<file path="src/rtl/collision_scheduler.sv">
// collision_scheduler
// Shares one collision resolver across ENTITIES game objects. Each simulation
// tick freezes a snapshot of every entity and runs one resolver job per active
// slot in index order. The collected flags are published together with a
// single-cycle strobe.
module collision_scheduler #(
  parameter int ENTITIES = 4,
  parameter int TIMEOUT  = 64
) (
  input  logic                    clk,
  input  logic                    rst,
  input  logic                    sim_clk,
  input  logic [32*ENTITIES-1:0]  ent_state,
  input  logic [ENTITIES-1:0]     ent_active,
  output logic                    res_en,
  output logic [31:0]             res_state,
  input  logic                    res_valid,
  input  logic [3:0]              res_col,
  output logic [4*ENTITIES-1:0]   col_out,
  output logic                    col_strobe,
  output logic [ENTITIES-1:0]     fault,
  output logic                    overrun,
  output logic                    busy
);

  localparam int IDX_W = (ENTITIES > 1) ? $clog2(ENTITIES) : 1;
  localparam int CNT_W = $clog2(TIMEOUT);

  localparam logic [2:0] IDLE    = 3'd0;
  localparam logic [2:0] SELECT  = 3'd1;
  localparam logic [2:0] LAUNCH  = 3'd2;
  localparam logic [2:0] WAIT    = 3'd3;
  localparam logic [2:0] RELEASE = 3'd4;
  localparam logic [2:0] COMMIT  = 3'd5;

  logic                   s1;
  logic                   s2;
  logic                   s3;
  logic [1:0]             sync_primed;
  logic                   frame_start;

  logic [2:0]             state;
  logic [ENTITIES-1:0]    pending;
  logic [IDX_W-1:0]       idx;
  logic [IDX_W-1:0]       low_idx;
  logic [CNT_W-1:0]       cnt;
  logic [32*ENTITIES-1:0] snap;
  logic [4*ENTITIES-1:0]  col_shadow;
  logic [ENTITIES-1:0]    fault_shadow;

  // Synchronize the tick; s3 is forced high until s2 carries a real sample,
  // so a tick that is already high at reset release never looks like an edge.
  always_ff @(posedge clk or posedge rst) begin
    if (rst) begin
      s1          <= 1'b0;
      s2          <= 1'b0;
      s3          <= 1'b1;
      sync_primed <= 2'b00;
    end else begin
      s1          <= sim_clk;
      s2          <= s1;
      sync_primed <= {sync_primed[0], 1'b1};
      s3          <= sync_primed[1] ? s2 : 1'b1;
    end
  end

  assign frame_start = s2 & ~s3;
  assign busy        = (state != IDLE);

  // Lowest pending slot wins, giving index-order scheduling.
  always_comb begin
    low_idx = '0;
    for (int i = ENTITIES - 1; i >= 0; i--) begin
      if (pending[i]) low_idx = IDX_W'(i);
    end
  end

  // A tick that lands mid-frame is dropped and only reported.
  always_ff @(posedge clk or posedge rst) begin
    if (rst) overrun <= 1'b0;
    else     overrun <= frame_start && (state != IDLE);
  end

  // Frame sequencer: snapshot, per-slot launch/wait/release, then publish.
  always_ff @(posedge clk or posedge rst) begin
    if (rst) begin
      state        <= IDLE;
      pending      <= '0;
      idx          <= '0;
      cnt          <= '0;
      snap         <= '0;
      col_shadow   <= '0;
      fault_shadow <= '0;
      res_en       <= 1'b0;
      res_state    <= '0;
      col_out      <= '0;
      fault        <= '0;
      col_strobe   <= 1'b0;
    end else begin
      col_strobe <= 1'b0;
      case (state)
        IDLE: begin
          if (frame_start) begin
            snap         <= ent_state;
            pending      <= ent_active;
            col_shadow   <= '0;
            fault_shadow <= '0;
            state        <= (ent_active != '0) ? SELECT : COMMIT;
          end
        end
        SELECT: begin
          idx   <= low_idx;
          state <= LAUNCH;
        end
        LAUNCH: begin
          res_state <= snap[32*int'(idx) +: 32];
          res_en    <= 1'b1;
          cnt       <= '0;
          state     <= WAIT;
        end
        WAIT: begin
          if (res_valid) begin
            col_shadow[4*int'(idx) +: 4] <= res_col;
            res_en                       <= 1'b0;
            pending[idx]                 <= 1'b0;
            state                        <= RELEASE;
          end else if (cnt == CNT_W'(TIMEOUT - 1)) begin
            fault_shadow[idx] <= 1'b1;
            res_en            <= 1'b0;
            pending[idx]      <= 1'b0;
            state             <= RELEASE;
          end else begin
            cnt <= cnt + 1'b1;
          end
        end
        RELEASE: begin
          if (!res_valid) state <= (pending != '0) ? SELECT : COMMIT;
        end
        COMMIT: begin
          col_out    <= col_shadow;
          fault      <= fault_shadow;
          col_strobe <= 1'b1;
          state      <= IDLE;
        end
        default: state <= IDLE;
      endcase
    end
  end

endmodule

</file>
<file path="config.mk">
export PLATFORM = sky130hd
export DESIGN_NAME = collision_scheduler
export DESIGN_NICKNAME = d
export VERILOG_FILES = /design/src/rtl/collision_scheduler.sv
export SDC_FILE = /design/constraint.sdc
export NUM_CORES = 1
export LEC_CHECK = 0
export CORE_ASPECT_RATIO = 0.7
export CORE_UTILIZATION = 42
export CTS_CLUSTER_DIAMETER = 50
export DETAILED_ROUTE_END_ITERATION = 6
export PLACE_DENSITY_LB_ADDON = 0.3
export SLEW_MARGIN = 20
export SYNTH_ARGS = -nofsm -noshare
export SYNTH_HDL_FRONTEND = slang
export SYNTH_SLANG_ARGS = --single-unit
</file>
<file path="constraint.sdc">
create_clock -name clk -period 12.7 [get_ports clk]
set_input_delay 2.54 -clock clk [delete_from_list [all_inputs] [get_ports clk]]
set_output_delay 2.54 -clock clk [all_outputs]
set_load 0.1 [all_outputs]
</file>
# Word level (Yosys, flattened, before mapping)
# Cells that the tools add are included.
# word_totals
out_inout_bits,56
regBits,223
wordCells,90
input_bits,140
# classes
order_cmp,2
reduce_logical,15
bitwise,5
addsub,2
mux,33
n_shift,3
n_eq_ne,13
# ops
operator,n
128-bit by 8-bit indexed part select with 32-bit output,1
4-bit negator with 33-bit output,1
"4-bit by 33-bit variable shift with 16-bit output, first input constant",1
4-bit by 33-bit indexed part select with 16-bit output,1
16-bit two-way mux,2
16-bit one-hot mux with 2 select lines,1
4-bit two-way mux,6
3-bit two-way mux,6
16-bit bitwise mux,1
4-bit one-hot mux with 2 select lines,2
3-bit one-hot mux with 5 select lines,1
6-bit two-way mux,2
"2-bit != test, second input constant",6
6-bit one-hot mux with 2 select lines,1
3-bit AND reduction,4
2-bit two-way mux,4
4-bit nonzero test,2
"6-bit by 1-bit adder with 6-bit output, second input constant",1
"3-bit by 2-bit == test with 1-bit output, second input constant",2
"3-bit == test, second input constant",2
"6-bit == test, second input constant",1
1-bit two-way mux,5
4-bit bitwise AND,1
4-bit NOT,1
15 further kinds,18

# Logic depth before layout (Yosys ltp)
# Gate-level depths: netlist of run 1.
# depth
ltp_word,9
ltp_mapped,7
ltp_nobuf,5

# Worst setup path before layout of run 1
# OpenSTA, ideal clock, no wires.
# synth_timing
kind,reg2out
start,register state[2]
end,output port busy
arrival_time_ns,1.155
slack_ns,9.005
path_buffers,1
required_ns,10.160
stages_incl_launch_ff,4
path_cell_list,dfrtp_1 buf_2 nor3_4 inv_1
# synth_between
elab_chain_len,1
# synth_rtl
element,line,text
start: declaration,42,logic [2:0] state;
start signal: assignment,108,state <= (ent_active != '0) ? SELECT : COMMIT;
start signal: assignment,137,if (!res_valid) state <= (pending != '0) ? SELECT : COMMIT;
3-bit nonzero test,68,assign busy = (state != IDLE);
end: declaration,23,output logic busy
# No other way between the ends.

# Worst setup path after layout of run 1
# layout_timing
start,register state[0]
end,output port busy
# Same word-level chain as after synthesis.

==> summary.md, run 1 <==
| Metric | Value |
|---|---|
| CTS max path bufs | `3` |
| Post-CTS setup buffers | `0` |
| Worst endpoint required time | `10.16 ns` |
| Post-Synthesis Cells | `636` |
| Sw Ratio | `40.57%` |
| Routed len/inst | `19.33 µm` |
| CTS buffer count | `24` |
| Max Cap Viol | `0` |
| Yosys cell types | `58` |
| 1st-pass router iterations | `4` |
| Resized cells post-CTS | `0` |
| Worst slew pin tran | `1.015 ns` |
| Most frequent cells in the layout | `dfrtp_1 (220), clkdlybuf4s50_1 (195), mux2_1 (110)` |
| Die Ht | `128.4 µm` |
| Vias in the first global route | `6551` |
| Synthesized cell area | `0.009593 mm²` |
| Top Ports | `196` |
| Most common cell after layout, fill and taps aside | `dfrtp_1` |
| IO buf count | `195` |
| Vias per inst | `5.205` |
| Worst Setup Start Kind | `flop` |
| Max incr delay on CP | `1.14 ns` |
| Final min period | `5.128 ns` |
| Critical Path Fanout Max | `12` |
| H-tree depth | `1` |
| First DRT Iteration DRCs | `357` |
| # rows | `45` |
| Kind of critical path | `flop to output pin` |
| Net Switching | `1.323 mW` |
| Pre-CTS setup slack | `7.760 ns` |
| Hold-fix buffers at CTS | `0` |
| RePlAce Congestion | `0.9092` |
| Fmax | `195.0 MHz` |
| Nets | `977` |
| Crit path max-delay cell type | `clkdlybuf4s50_1` |
| Layout cells sized above 1 | `17.42%` |
| Crit path DAT | `2.59 ns` |
| First-pass GRT wire length | `35770 µm` |
| CTS sink cnt | `223` |
| Total GRT Usage | `19.57%` |
| Initial Util | `43.57%` |
| Fin. Hold Viols | `0` |
| Total vias in the final route | `5980` |
| Flop pwr share | `37.2%` |
| Crit path cell chain | `nor3_4, inv_1, clkdlybuf4s50_1` |
| Largest net degree at the start of global routing | `151` |
| Worst vdd ir | `0.0001846 V` |
| DRC errors left | `0` |
| Synth async-reset ratio | `100.0%` |
| Number of flops mapped to enable cells by yosys | `0` |
| Number of synthesized register bits | `223` |
| Fin Clk Skew | `0.01478 ns` |
| Die W | `182.6 µm` |
| Syn_area_per_cell | `15.08 µm²` |
| Total wire length | `22210 µm` |
| Syn nets | `785` |
| Min-delay worst type | `flop to flop` |
| Worst-Skew Late Latency | `0.52 ns` |
| N_diodes | `0` |
| PD cells | `261.6 mW/mm²` |
| Post-DP HPWL | `14910 µm` |
| Critical path endpoint category | `output pin` |
| TNS Setup | `0 ns` |
| Int Pwr | `1.938 mW` |
| # setup viols final | `0` |
| Setup ws final | `7.572 ns` |
| Area of the core | `0.02201 mm²` |
| DIE AREA | `0.02346 mm²` |
| P_leak | `5.256 nW` |
| Root buf cell | `clkbuf_16` |
| Sequential element share of the synthesized area | `58.18%` |
| Status | `completed` |
| Clock power frac | `20.5%` |
| Worst slew margin | `32.14%` |
| Main synth FF type | `dfrtp_1` |
| RSZ-0062 raised after global routing | `no` |
| Tcrit/Tclk final | `40.37%` |
| Logic gate share of total power | `42.2%` |
| CTS clk-pin slew, worst paths | `0.06 ns` |
| Grt total ovfl | `0` |
| Initial antenna violation count | `0` |
| Max-slew violations | `0` |
| Hold slack | `0.3545 ns` |
| Yosys warns | `0` |
| Final ANT Viol Nets | `0` |
| Area growth syn-to-layout | `29.91%` |
| CTS tree | `yes` |
worst max-delay path: cells and delay by family, from the launching register on:
kind                   cells  cell delay, ns
buffers and inverters      2            1.27
AND/OR/NAND/NOR            1            0.13
flip-flops                 1            0.67
area by class of cell:
cell class                 count  area (µm²)
fill                        1712        9553
sequential                   223        5584
multi-input combinational    371        3705
timing repair buffer         200        1989
clock buffer                  31       676.9
tap                          305       381.6
clock inverter                11       82.58
inverter                       8       42.54
per-layer routing:
metal	part of all wire [%]	wire length, µm	GRT usage (%)	up-vias
met5	0	0	0	-
met4	2.0	451	5.240	0
met3	6.3	1393	4.331	29
met2	46	10230	31.05	191
met1	46	10140	27.36	3066
li1	-	-	-	2694
registers in the layout, summed over array words and instances, names as in the netlist:
name,flops
s1,1
pending,4
cnt,6
res_en,1
s3,1
overrun,1
col_shadow,16
res_state,32
fault_shadow,4
sync_primed,2
col_out,16
fault,4
s2,1
idx,2
col_strobe,1
snap,128
state,3
power by group through the flow:
stage	Clock [mW]	Sequential [mW]	Combinational [mW]
floorplan	0	1.62	0.634
global placement	0	1.20	1.35
detailed placement	0	1.23	1.39
CTS	0.689	1.22	1.39
global route	0.718	1.26	1.46
finish	0.669	1.21	1.38
synthesized netlist by cell type, drive strengths merged, types with 3 or more instances:
library cell  number  area share [%]
nand2b             4            0.34
a22o              18             1.6
nand4              4            0.26
o22ai              5            0.33
mux2i              6            0.63
mux4              32             7.5
nor2               7            0.30
ha                 9             1.2
nand2             73             2.9
inv                8            0.31
buf               28             2.8
clkbuf             6            0.23
nor3               3            0.33
mux2             161              19
nor2b              5            0.33
and3               3            0.25
o21ai              8            0.46
dfrtp            222              58
per-stage QoR:
step                utilization, %  std cells  instance area [µm²]  power (mW)
finish                       56.61       1149                12460       3.260
global route                 56.61       1149                12460       3.429
CTS                          56.58       1149                12460       3.297
detailed placement           53.13       1107                11700       2.611
global placement             53.13       1107                11700       2.547
floorplan                        -        636                 9593       2.256
kinds of logic after synthesis:
logic type                 Yosys count  synth area share, %
AOI/OAI and AO/OA                   50                4.161
adders and majority gates            9                1.174
buffers and inverters               42                3.339
DFF                                223                58.18
muxes                              199                27.04
other                                1              0.03909
and+or+nand+nor                    112                6.065
final timing paths:
check                           cells after the start  slack, ns             end           start
worst max-delay path                                3       7.57            busy        state[0]
worst min-delay path                                0       0.35  sync_primed[1]  sync_primed[0]
worst max register to register                      5       9.67  col_shadow[15]        state[0]
worst min register to register                      0       0.35  sync_primed[1]  sync_primed[0]
max in group asynchronous                           3       8.56          idx[1]             rst
min in group asynchronous                           2       2.59        snap[15]             rst
(Power assumes the default switching activity.)
==> inputs of run 2 (changes only) <==
==> constraint.sdc (replaced) <==
create_clock -name clk -period 4.9 [get_ports clk]
set_input_delay 0.98 -clock clk [delete_from_list [all_inputs] [get_ports clk]]
set_output_delay 0.98 -clock clk [all_outputs]
set_load 0.1 [all_outputs]
==> run 2 against run 1 <==
Effect of this change: sequential share of layout area shrank 0.23 points; routed wire length shrank 5.5%; global-route usage down 1.2 points; total power increased to 2.6 times the previous value; clock power grew to 2.6 times the previous value; critical path depth unchanged; die area stayed put; sequential power rose to 2.6 times the previous value; non-clock buffer count grew 2; first-iteration DRC count decreased by 2.2%.
==> summary.md, run 2 (same netlist as run 1, synthesis figures left out) <==
| Metric | Value |
|---|---|
| Fin. Hold Viols | `0` |
| Nets | `979` |
| Hold-fix buffers at CTS | `0` |
| Placed Area | `0.01175 mm²` |
| Multi-input logic area | `0.003705 mm²` |
| Resized cells post-CTS | `0` |
| Top reg by flops | `snap` |
| Fmax | `282.7 MHz` |
| Total vias in the final route | `5931` |
| Crit path DAT | `2.56 ns` |
| Routed len/inst | `18.26 µm` |
| Max Cap Viol | `0` |
| Fin Clk Skew | `0.02006 ns` |
| Area of the core | `0.02201 mm²` |
| PD cells | `674.2 mW/mm²` |
| Vias per inst | `5.157` |
| Fin area | `0.01253 mm²` |
| Worst Setup Start Kind | `flop` |
| Root buf cell | `clkbuf_16` |
| Max reg flops | `128` |
| CTS clk-pin slew, worst paths | `0.06 ns` |
| Total wire length | `21000 µm` |
| # rows | `45` |
| P_leak | `5.285 nW` |
| Critical path endpoint category | `output pin` |
| Fill cell count | `1727` |
| Logic gate share of total power | `42.6%` |
| Area growth syn-to-layout | `30.59%` |
| Die Ht | `128.4 µm` |
| IO buf count | `195` |
| CTS sink cnt | `223` |
| CTS tree | `yes` |
| DIE AREA | `0.02346 mm²` |
| Int Pwr | `5.084 mW` |
| CTS max path bufs | `3` |
| Count of non-filler cells in the finished layout | `1150` |
| Die W | `182.6 µm` |
| Net Switching | `3.361 mW` |
| TNS Setup | `0 ns` |
| Post-DP HPWL | `14290 µm` |
| Worst vdd ir | `0.0005128 V` |
| Kind of critical path | `flop to output pin` |
| First-pass GRT wire length | `34100 µm` |
| H-tree depth | `1` |
| Min-delay worst type | `flop to flop` |
| Critical Path Fanout Max | `12` |
| Final min period | `3.538 ns` |
| # setup viols final | `0` |
| Layout cells sized above 1 | `17.40%` |
| 1st-pass router iterations | `5` |
| Sw Ratio | `39.80%` |
| Register area | `0.005584 mm²` |
| Tcrit/Tclk final | `72.20%` |
| Post-CTS setup buffers | `0` |
| DRC errors left | `0` |
| Top Ports | `196` |
| RSZ-0062 raised after global routing | `no` |
| Initial Util | `43.57%` |
| Max-slew violations | `0` |
| Worst-Skew Late Latency | `0.50 ns` |
| Worst slew pin tran | `1.103 ns` |
| Most common cell after layout, fill and taps aside | `dfrtp_1` |
| Initial antenna violation count | `0` |
| Flop pwr share | `36.6%` |
| Placed cells | `1109` |
| Vias in the first global route | `6312` |
| Status | `completed` |
| Most frequent cells in the layout | `dfrtp_1 (220), clkdlybuf4s50_1 (195), mux2_1 (110)` |
| RePlAce Congestion | `0.8560` |
| Grt total ovfl | `0` |
| Clock power frac | `20.8%` |
| CTS buffer count | `24` |
| Total GRT Usage | `18.37%` |
| N_diodes | `0` |
| Final ANT Viol Nets | `0` |
| Worst endpoint required time | `3.92 ns` |
| Worst slew margin | `26.39%` |
| First DRT Iteration DRCs | `349` |
| Largest net degree at the start of global routing | `114` |
| Top Registers | `snap x128, res_state x32` |
==> run 2: cell count changes in the layout (fill, tap and decap cells not counted), sizes merged <==
cell    before  now
buf          5    7
clkinv       8    4
clkbuf      31   35
inv          9    8
==> run 2: per-layer routing <==
metal | share of wire [%] | global-route usage [%]
met5 | 0 | 0
met4 | 1.5 | 3.955
met3 | 8.4 | 5.633
met2 | 45 | 29.19
met1 | 45 | 24.96
==> run 2: final timing paths <==
path | startpoint | to | slack (ns) | cells after the start
max in group asynchronous | rst | idx[1] | 2.81 | 4
worst min register to register | s1 | s2 | 0.35 | 0
min in group asynchronous | rst | snap[15] | 0.99 | 3
worst min-delay path | s1 | s2 | 0.35 | 0
worst max register to register | state[1] | res_state[8] | 2.28 | 3
worst max-delay path | state[0] | busy | 1.36 | 3
==> run 2: power groups by stage <==
stage / sequential (mW) / combinational (mW) / clock (mW)
floorplan: 4.20 / 1.64 / 0
global placement: 3.05 / 3.56 / 0
detailed placement: 3.12 / 3.64 / 0
CTS: 3.09 / 3.64 / 1.81
global route: 3.20 / 3.80 / 1.89
finish: 3.09 / 3.60 / 1.76
==> run 2: area by class of cell <==
class | count | area share [%]
multi-input combinational | 371 | 29.57
clock buffer | 35 | 5.853
inverter | 8 | 0.2697
timing repair buffer | 202 | 16.30
sequential | 223 | 44.58
clock inverter | 6 | 0.3795
tap | 305 | 3.046
==> run 2: critical path: stages (launching register included) <==
cell and delay, ns:
dfrtp_1 0.67, nor3_4 0.13, inv_1 0.11, clkdlybuf4s50_1 1.14
==> run 2: metrics by stage <==
step	util [%]	setup slack [ns]	power (mW)	hold slack, ns
2_1_floorplan	-	1.011	5.847	0.3312
3_3_place_gp	53.36	1.923	6.611	0.3318
3_5_place_dp	53.36	1.886	6.754	0.3379
4_1_cts	56.90	1.333	8.547	0.3519
5_1_grt	56.90	1.272	8.894	0.3628
6_report	56.90	1.362	8.445	0.3509
